<file path="config.mk">
export PLATFORM = sky130hd
export DESIGN_NAME = store_merge_unit
export DESIGN_NICKNAME = d
export VERILOG_FILES = /design/src/rtl/store_merge_unit_pkg.sv /design/src/rtl/store_lane_merge.sv /design/src/rtl/store_merge_unit.sv
export SDC_FILE = /design/constraint.sdc
export NUM_CORES = 1
export LEC_CHECK = 0
export CORE_MARGIN = 3
export CORE_UTILIZATION = 45
export CTS_CLUSTER_DIAMETER = 50
export DETAILED_ROUTE_END_ITERATION = 7
export PLACE_DENSITY = 0.79
export SLEW_MARGIN = 10
export SYNTH_ARGS = -nofsm -noshare
export SYNTH_HDL_FRONTEND = slang
export SYNTH_SLANG_ARGS = --single-unit
</file>
<file path="constraint.sdc">
create_clock -name clk -period 4.3 [get_ports clk]
set_clock_uncertainty 0.05 [all_clocks]
set_input_delay 1.29 -clock clk [delete_from_list [all_inputs] [get_ports clk]]
set_output_delay 1.29 -clock clk [all_outputs]
set_load 0.005 [all_outputs]
</file>
<file path="src/rtl/store_merge_unit_pkg.sv">
// store_merge_unit_pkg: access-size and FSM encodings shared by the store and load paths.
package store_merge_unit_pkg;
  typedef enum logic [1:0] {SZ_BYTE = 2'b00, SZ_HALF = 2'b01, SZ_WORD = 2'b10, SZ_ILL = 2'b11} size_e;
  typedef enum logic [2:0] {IDLE, RD, WAIT, WR, RESP} state_e;
  function automatic logic bad_req(input logic [1:0] size, input logic [1:0] lo);
    return size == SZ_ILL || (size == SZ_HALF && lo[0]) || (size == SZ_WORD && lo != 2'b00);
  endfunction
endpackage

</file>
<file path="src/rtl/store_lane_merge.sv">
// store_lane_merge: insert a byte/halfword into its little-endian lane of an existing word.
module store_lane_merge
  import store_merge_unit_pkg::*;
(
  input  logic [31:0] old_word,
  input  logic [31:0] data,
  input  logic [1:0]  size,
  input  logic [1:0]  addr_lo,
  output logic [31:0] merged
);
  always_comb begin
    merged = old_word;
    if (size == SZ_BYTE) merged[{addr_lo, 3'b000} +: 8] = data[7:0];
    else if (size == SZ_HALF) merged[{addr_lo[1], 4'b0000} +: 16] = data[15:0];
    else merged = data;
  end
endmodule

</file>
<file path="src/rtl/store_merge_unit.sv">
// store_merge_unit: sb/sh/sw store engine; sub-word stores read-modify-write the containing word.
module store_merge_unit
  import store_merge_unit_pkg::*;
#(
  parameter int ADDR_W = 32
) (
  input  logic              clk,
  input  logic              rst_n,
  input  logic              req_valid,
  output logic              req_ready,
  input  logic [ADDR_W-1:0] req_addr,
  input  logic [1:0]        req_size,
  input  logic [31:0]       req_data,
  output logic [ADDR_W-1:0] mem_addr,
  output logic              mem_rd_en,
  input  logic              mem_rd_valid,
  input  logic [31:0]       mem_rd_data,
  output logic              mem_wr_en,
  output logic [31:0]       mem_wr_data,
  output logic              done,
  output logic              err
);
  state_e            state_q, state_d;
  logic [1:0]        lo_q, lo_d, size_q, size_d;
  logic [31:0]       data_q, data_d, mem_wr_data_q, mem_wr_data_d, merged;
  logic [ADDR_W-1:0] mem_addr_q, mem_addr_d;
  logic              mem_rd_en_q, mem_rd_en_d, mem_wr_en_q, mem_wr_en_d;
  logic              done_q, done_d, err_q, err_d;

  store_lane_merge u_merge (
    .old_word(mem_rd_data),
    .data    (data_q),
    .size    (size_q),
    .addr_lo (lo_q),
    .merged  (merged)
  );

  always_comb begin
    state_d       = state_q;
    lo_d          = lo_q;
    size_d        = size_q;
    data_d        = data_q;
    mem_addr_d    = mem_addr_q;
    mem_wr_data_d = mem_wr_data_q;
    mem_rd_en_d   = 1'b0;
    mem_wr_en_d   = 1'b0;
    done_d        = 1'b0;
    err_d         = 1'b0;
    case (state_q)
      IDLE: if (req_valid) begin
        lo_d   = req_addr[1:0];
        size_d = req_size;
        data_d = req_data;
        if (bad_req(req_size, req_addr[1:0])) begin
          state_d = RESP;
          err_d   = 1'b1;
        end else begin
          mem_addr_d    = {req_addr[ADDR_W-1:2], 2'b00};
          state_d       = req_size == SZ_WORD ? WR : RD;
          mem_wr_en_d   = req_size == SZ_WORD;
          mem_rd_en_d   = req_size != SZ_WORD;
          mem_wr_data_d = req_data;
        end
      end
      RD:   state_d = WAIT;
      WAIT: if (mem_rd_valid) begin
        state_d       = WR;
        mem_wr_en_d   = 1'b1;
        mem_wr_data_d = merged;
      end
      WR: begin
        state_d    = RESP;
        done_d     = 1'b1;
        mem_addr_d = '0;
      end
      default: state_d = IDLE;
    endcase
  end

  always_ff @(posedge clk or negedge rst_n) begin
    if (!rst_n) begin
      state_q       <= IDLE;
      lo_q          <= '0;
      size_q        <= '0;
      data_q        <= '0;
      mem_addr_q    <= '0;
      mem_wr_data_q <= '0;
      mem_rd_en_q   <= 1'b0;
      mem_wr_en_q   <= 1'b0;
      done_q        <= 1'b0;
      err_q         <= 1'b0;
    end else begin
      state_q       <= state_d;
      lo_q          <= lo_d;
      size_q        <= size_d;
      data_q        <= data_d;
      mem_addr_q    <= mem_addr_d;
      mem_wr_data_q <= mem_wr_data_d;
      mem_rd_en_q   <= mem_rd_en_d;
      mem_wr_en_q   <= mem_wr_en_d;
      done_q        <= done_d;
      err_q         <= err_d;
    end
  end

  assign req_ready   = state_q == IDLE;
  assign mem_addr    = mem_addr_q;
  assign mem_rd_en   = mem_rd_en_q;
  assign mem_wr_en   = mem_wr_en_q;
  assign mem_wr_data = mem_wr_data_q;
  assign done        = done_q;
  assign err         = err_q;
endmodule

</file>
# Word level (Yosys, flattened, before mapping)
# Cells that the tools add are included.
# classes
add_sub_neg	2
eq_ne	11
shifts	4
muxes	27
n_reduce_logical	13
# op_table
cell	n
2-to-1 mux 32 bit	7
case mux 32 bit (2 select lines)	2
bitwise mux 32 bit	2
variable shift 16 x 7 -> 32 bit (first input constant)	1
variable shift 8 x 7 -> 32 bit (first input constant)	1
variable part select 16 x 7 -> 32 bit	1
variable part select 8 x 7 -> 32 bit	1
negator 5 -> 7 bit	2
case mux 3 bit (4 select lines)	1
2-to-1 mux 1 bit	10
2-to-1 mux 3 bit	3
!= test 2 bit (second input constant)	4
== test 3 x 2 -> 1 bit (second input constant)	2
nonzero test 2 bit	3
== test 2 x 1 -> 1 bit (second input constant)	2
== test 2 bit (second input constant)	2
AND reduction 2 bit	2
AND reduction 4 bit	1
== test 3 x 1 -> 1 bit (second input constant)	1
zero test 3 bit	1
AND reduction 3 bit	1
logical AND 1 bit	2
zero test 2 bit	1
logical OR 1 bit	2
other kinds (2)	2
# totals
register_bits	107

# Longest topological paths before layout
# logic_depth
ltp_word	7
mapped_depth	10
ltp_nobuf	6

# By module
# From an unflattened synthesis, not the netlist that was laid out.
# hier_totals
cells_unflattened	475
area_unflattened_um2	5390.2
# by_module_without_submodules
mod	n_inst	cells_per_inst	area_each_um2
store_merge_unit	1	322	4277.9
store_lane_merge	1	153	1112.3

# Least setup slack after synthesis
# OpenSTA, ideal clock, no wires.
# synth_path
path_kind	input to register
start	input port req_size[0]
end	register mem_wr_data_q[26], in the netlist mem_wr_data[26]
setup_ns	0.078
t_arrival_ns	2.334
required_ns	4.172
setup_slack_ns	1.838
cell_stages	7
path_buffers	1
cell_sequence	nor3_1 or3_1 nand3_1 inv_2 buf_2 o21ai_0 o2bb2ai_1
# synth_via
elab_chain_len	6
# synth_lines
item	line_no	rtl
start, declared	store_merge_unit.sv:12	input logic [1:0] req_size,
== test 2 x 1 -> 1 bit	store_merge_unit_pkg.sv:6	return size == SZ_ILL || (size == SZ_HALF && lo[0]) || (size == SZ_WORD && lo != 2'b00);
logical AND 1 bit	store_merge_unit_pkg.sv:6	
logical OR 1 bit	store_merge_unit_pkg.sv:6	
logical OR 1 bit *	store_merge_unit_pkg.sv:6	
!= test 2 bit (no source line) *	-	
AND reduction 4 bit (no source line) *	-	
end signal, assigned	store_merge_unit.sv:98	mem_wr_data_q <= mem_wr_data_d;
end, declared	store_merge_unit.sv:25	logic [31:0] data_q, data_d, mem_wr_data_q, mem_wr_data_d, merged;
# Every way passes the cells marked *; elsewhere a longest branch is shown, timed or not.
# A chain may end at the register's enable or synchronous reset.

# Worst setup path after layout
# layout_path
start	input port req_size[0]
end	register mem_addr_q[28], in the netlist mem_addr[28]
# layout_via
elab_chain_len	6
# layout_lines
item	line_no	rtl
== test 2 x 1 -> 1 bit	store_merge_unit_pkg.sv:6	
logical AND 1 bit	store_merge_unit_pkg.sv:6	
logical OR 1 bit	store_merge_unit_pkg.sv:6	
logical OR 1 bit *	store_merge_unit_pkg.sv:6	
!= test 2 bit (no source line) *	-	
AND reduction 3 bit (no source line) *	-	
end signal, assigned	store_merge_unit.sv:97	mem_addr_q <= mem_addr_d;
end, declared	store_merge_unit.sv:26	logic [ADDR_W-1:0] mem_addr_q, mem_addr_d;
# Marks and branches as above.

==> impl_metrics.tcl <==
set metrics [dict create \
    grt_antenna_before_repair 0 \
    clock_latency_ns 0.34 \
    drt_pass1_iterations 6 \
    antennaDiodeCount 0 \
    crit_path_end_kind "flip-flop" \
    io_buffers 168 \
    actual_slew_at_the_worst_max_slew_pin_ns 1.08 \
    power-per-cell-area_nw_per_um2 756 \
    number_of_enable_type_register_cells_in_the_synthesized_netlist 0 \
    core_box_area_um2 11500 \
    postRouteWirelength_mm 16.2 \
    number_of_library_cell_types_mapped_by_synthesis 50 \
    post_cts_resized 0 \
    static-leakage-power_nw 2.97 \
    first_global_vias 4866 \
    timing.critical_path.from_type "input port" \
    largest_voltage_drop_on_the_vdd_net_v 0.000431 \
    yosys_most_used_dff "sky130_fd_sc_hd__dfrtp_1" \
    synth_top_area_cell "sky130_fd_sc_hd__dfrtp_1" \
    via_count 4882 \
    p_switching_mw 2.20 \
    boundaryPins 171 \
    worst_hold_startpoint "mem_wr_data[26]$_DFFE_PN0P_" \
    crit_fanout 30 \
    switching_share_pct 39.5 \
    critPathLaunch "req_size[0]" \
    detailed_place_hpwl_mm 11.7 \
    grt_start_max_net_pins 71 \
    post-synth-top-count-cell "sky130_fd_sc_hd__dfrtp_1" \
    initial_core_util_pct 46.6 \
    cts.path.max_buffers 2 \
    remaining_drc_errors 0 \
    final_core_utilization_pct 64.0 \
    final.setup.tns_ns 0 \
    post_cts.repair.setup_buffers 0 \
    fin_ws_ns 0.948 \
    clk_root_buffer_cell "sky130_fd_sc_hd__clkbuf_16" \
    worstSetupPathType "in2reg" \
    die_width_um 115 \
    status "finished, final reports clean" \
    synth_seq_cells 105 \
    p_seq_share_pct 34.0 \
    layout.cells.non_filler 799 \
    grt_first_pass_wirelength_mm 25.1 \
    ant_nets 0 \
    syn-mean-instance-area_um2 10.6 \
    cap_violations 0 \
    nNetsFinal 760 \
    netlist_area_um2 5370 \
    power.clock.fraction_pct 14.5 \
    final.period_utilization_pct 77.9 \
    detail_route.vias_per_cell 6.11 \
    layout-drive-gt1-share_pct 10.4 \
    numCtsBuffers 9 \
    hp-class "reg2reg" \
    global_route.usage.total_pct 24.0 \
    synth_top_cells_by_count "sky130_fd_sc_hd__dfrtp_1, sky130_fd_sc_hd__nand2_1, sky130_fd_sc_hd__nor2_1" \
    final-setup-viol-count 0 \
    maxSlewHeadroom_pct 28.1 \
    cp.required_ns 4.53 \
    seq_area_frac_synth_pct 48.9 \
    grt_overflow_total 0 \
    clk_pin_slew_ns 0.07 \
    htreeDepth 3 \
    holdBufCountCts 0 \
    combPwrFrac_pct 51.4 \
    std_cell_rows 39 \
    total_power_mw 5.57 \
    final_max_slew_viol_count 0 \
    syn-instance-count 508 \
    synth-warning-count 0 \
    tmin_final_ns 3.35 \
    yosys.area.top_type_share_pct 48.9 \
    place_worst_setup_slack_ns 0.588 \
    final_area_um2 7370 \
    rsz0062_at_grt "false" \
    placedCellCount 785 \
    avgRoutedWirePerCell_um 20.3 \
    tritoncts "yes" \
    floorplan.die_area_um2 13300 \
    worst_ep_arrival_time_ns 3.58 \
    routabilityCongestion 0.889 \
    holdWs_ns 0.445 \
    final-hold-violation-count 0 \
    internal_power_mw 3.37 \
    detailed_place.area_um2 7080 \
    flow.area_growth_from_synthesis_pct 37.2 \
    synth-async-reset-ratio_pct 100 \
    chip_height_um 115 \
    r2r_start "state_q[1]$_DFFE_PN0P_" \
    max_clock_freq_mhz 298 \
    clock-sinks 105 \
    synth_top_cells_by_area "sky130_fd_sc_hd__dfrtp_1, sky130_fd_sc_hd__mux2_2, sky130_fd_sc_hd__a22o_1" \
    r2r_slack_ns 1.75 \
    drt_iter0_markers 343 \
]
==> layer usage <==
metal	vias to the layer above	share of wire [%]	track usage, %
met4	0	2.8	9.08
met1	2386	41	32.5
met2	252	49	38.9
met3	46	7.0	4.05
li1	2198	-	-
met5	-	0	0
==> worst max-delay path, cell delays in order <==
cell and delay [ns]:
sky130_fd_sc_hd__clkdlybuf4s50_1 0.45, sky130_fd_sc_hd__nor3_1 0.41, sky130_fd_sc_hd__or3_1 0.28, sky130_fd_sc_hd__and2_1 0.88, sky130_fd_sc_hd__a22o_1 0.26
==> area by class of cell <==
type | instances | area, um^2
multi-input combinational | 343 | 2470
sequential | 105 | 2630
fill | 928 | 4150
clock inverter | 5 | 58.8
tap | 143 | 179
timing repair buffer | 176 | 1740
clock buffer | 9 | 225
inverter | 18 | 67.6
==> cell families after synthesis <==
kind of cell | after synthesis | synth area share, %
other | 1 | 0.0698
adders and majority gates | 5 | 1.17
DFF | 105 | 48.9
muxes | 41 | 8.39
buffers and inverters | 61 | 5.38
AOI/OAI and AO/OA | 169 | 24.0
and+or+nand+nor | 126 | 12.0
==> power groups by stage <==
stage               combinational (mW)  clock (mW)  sequential, mW
CTS                               2.84       0.816            1.88
detailed placement                2.82           0            1.89
global route                      3.12       0.851            1.95
finish                            2.86       0.810            1.90
global placement                  2.73           0            1.87
floorplan                         1.85           0            1.73
==> state kept, by name, summed over array words and instances (netlist names), 2 cells and up <==
name	cells
state_q	3
size_q	2
mem_wr_data	32
lo_q	2
data_q	32
mem_addr	30
==> cell usage in the layout, fill, tap and decap left out, drive strengths merged, types with 8 or more instances in the layout <==
cell type	count
clkdlybuf4s50	167
dfrtp	105
nand2	39
nor2	37
mux2	32
a22o	30
o21ai	28
a31oi	22
inv	17
o2bb2ai	12
a211oi	11
o221ai	11
nand2b	9
or3	9
o211ai	9
mux2i	9
clkbuf	9
buf	9
a221o	8
o21a	8
==> final timing paths <==
check	end	cells after the start
worst max register to register	mem_addr[28]$_DFFE_PN0P_	4
worst max-delay path	mem_addr[28]$_DFFE_PN0P_	5
worst min register to register	mem_wr_data[26]$_DFFE_PN0P_	1
max in group asynchronous	mem_addr[4]$_DFFE_PN0P_	2
worst min-delay path	mem_wr_data[26]$_DFFE_PN0P_	1
min in group asynchronous	mem_wr_data[20]$_DFFE_PN0P_	1
Power figures use the tool's default switching activity.
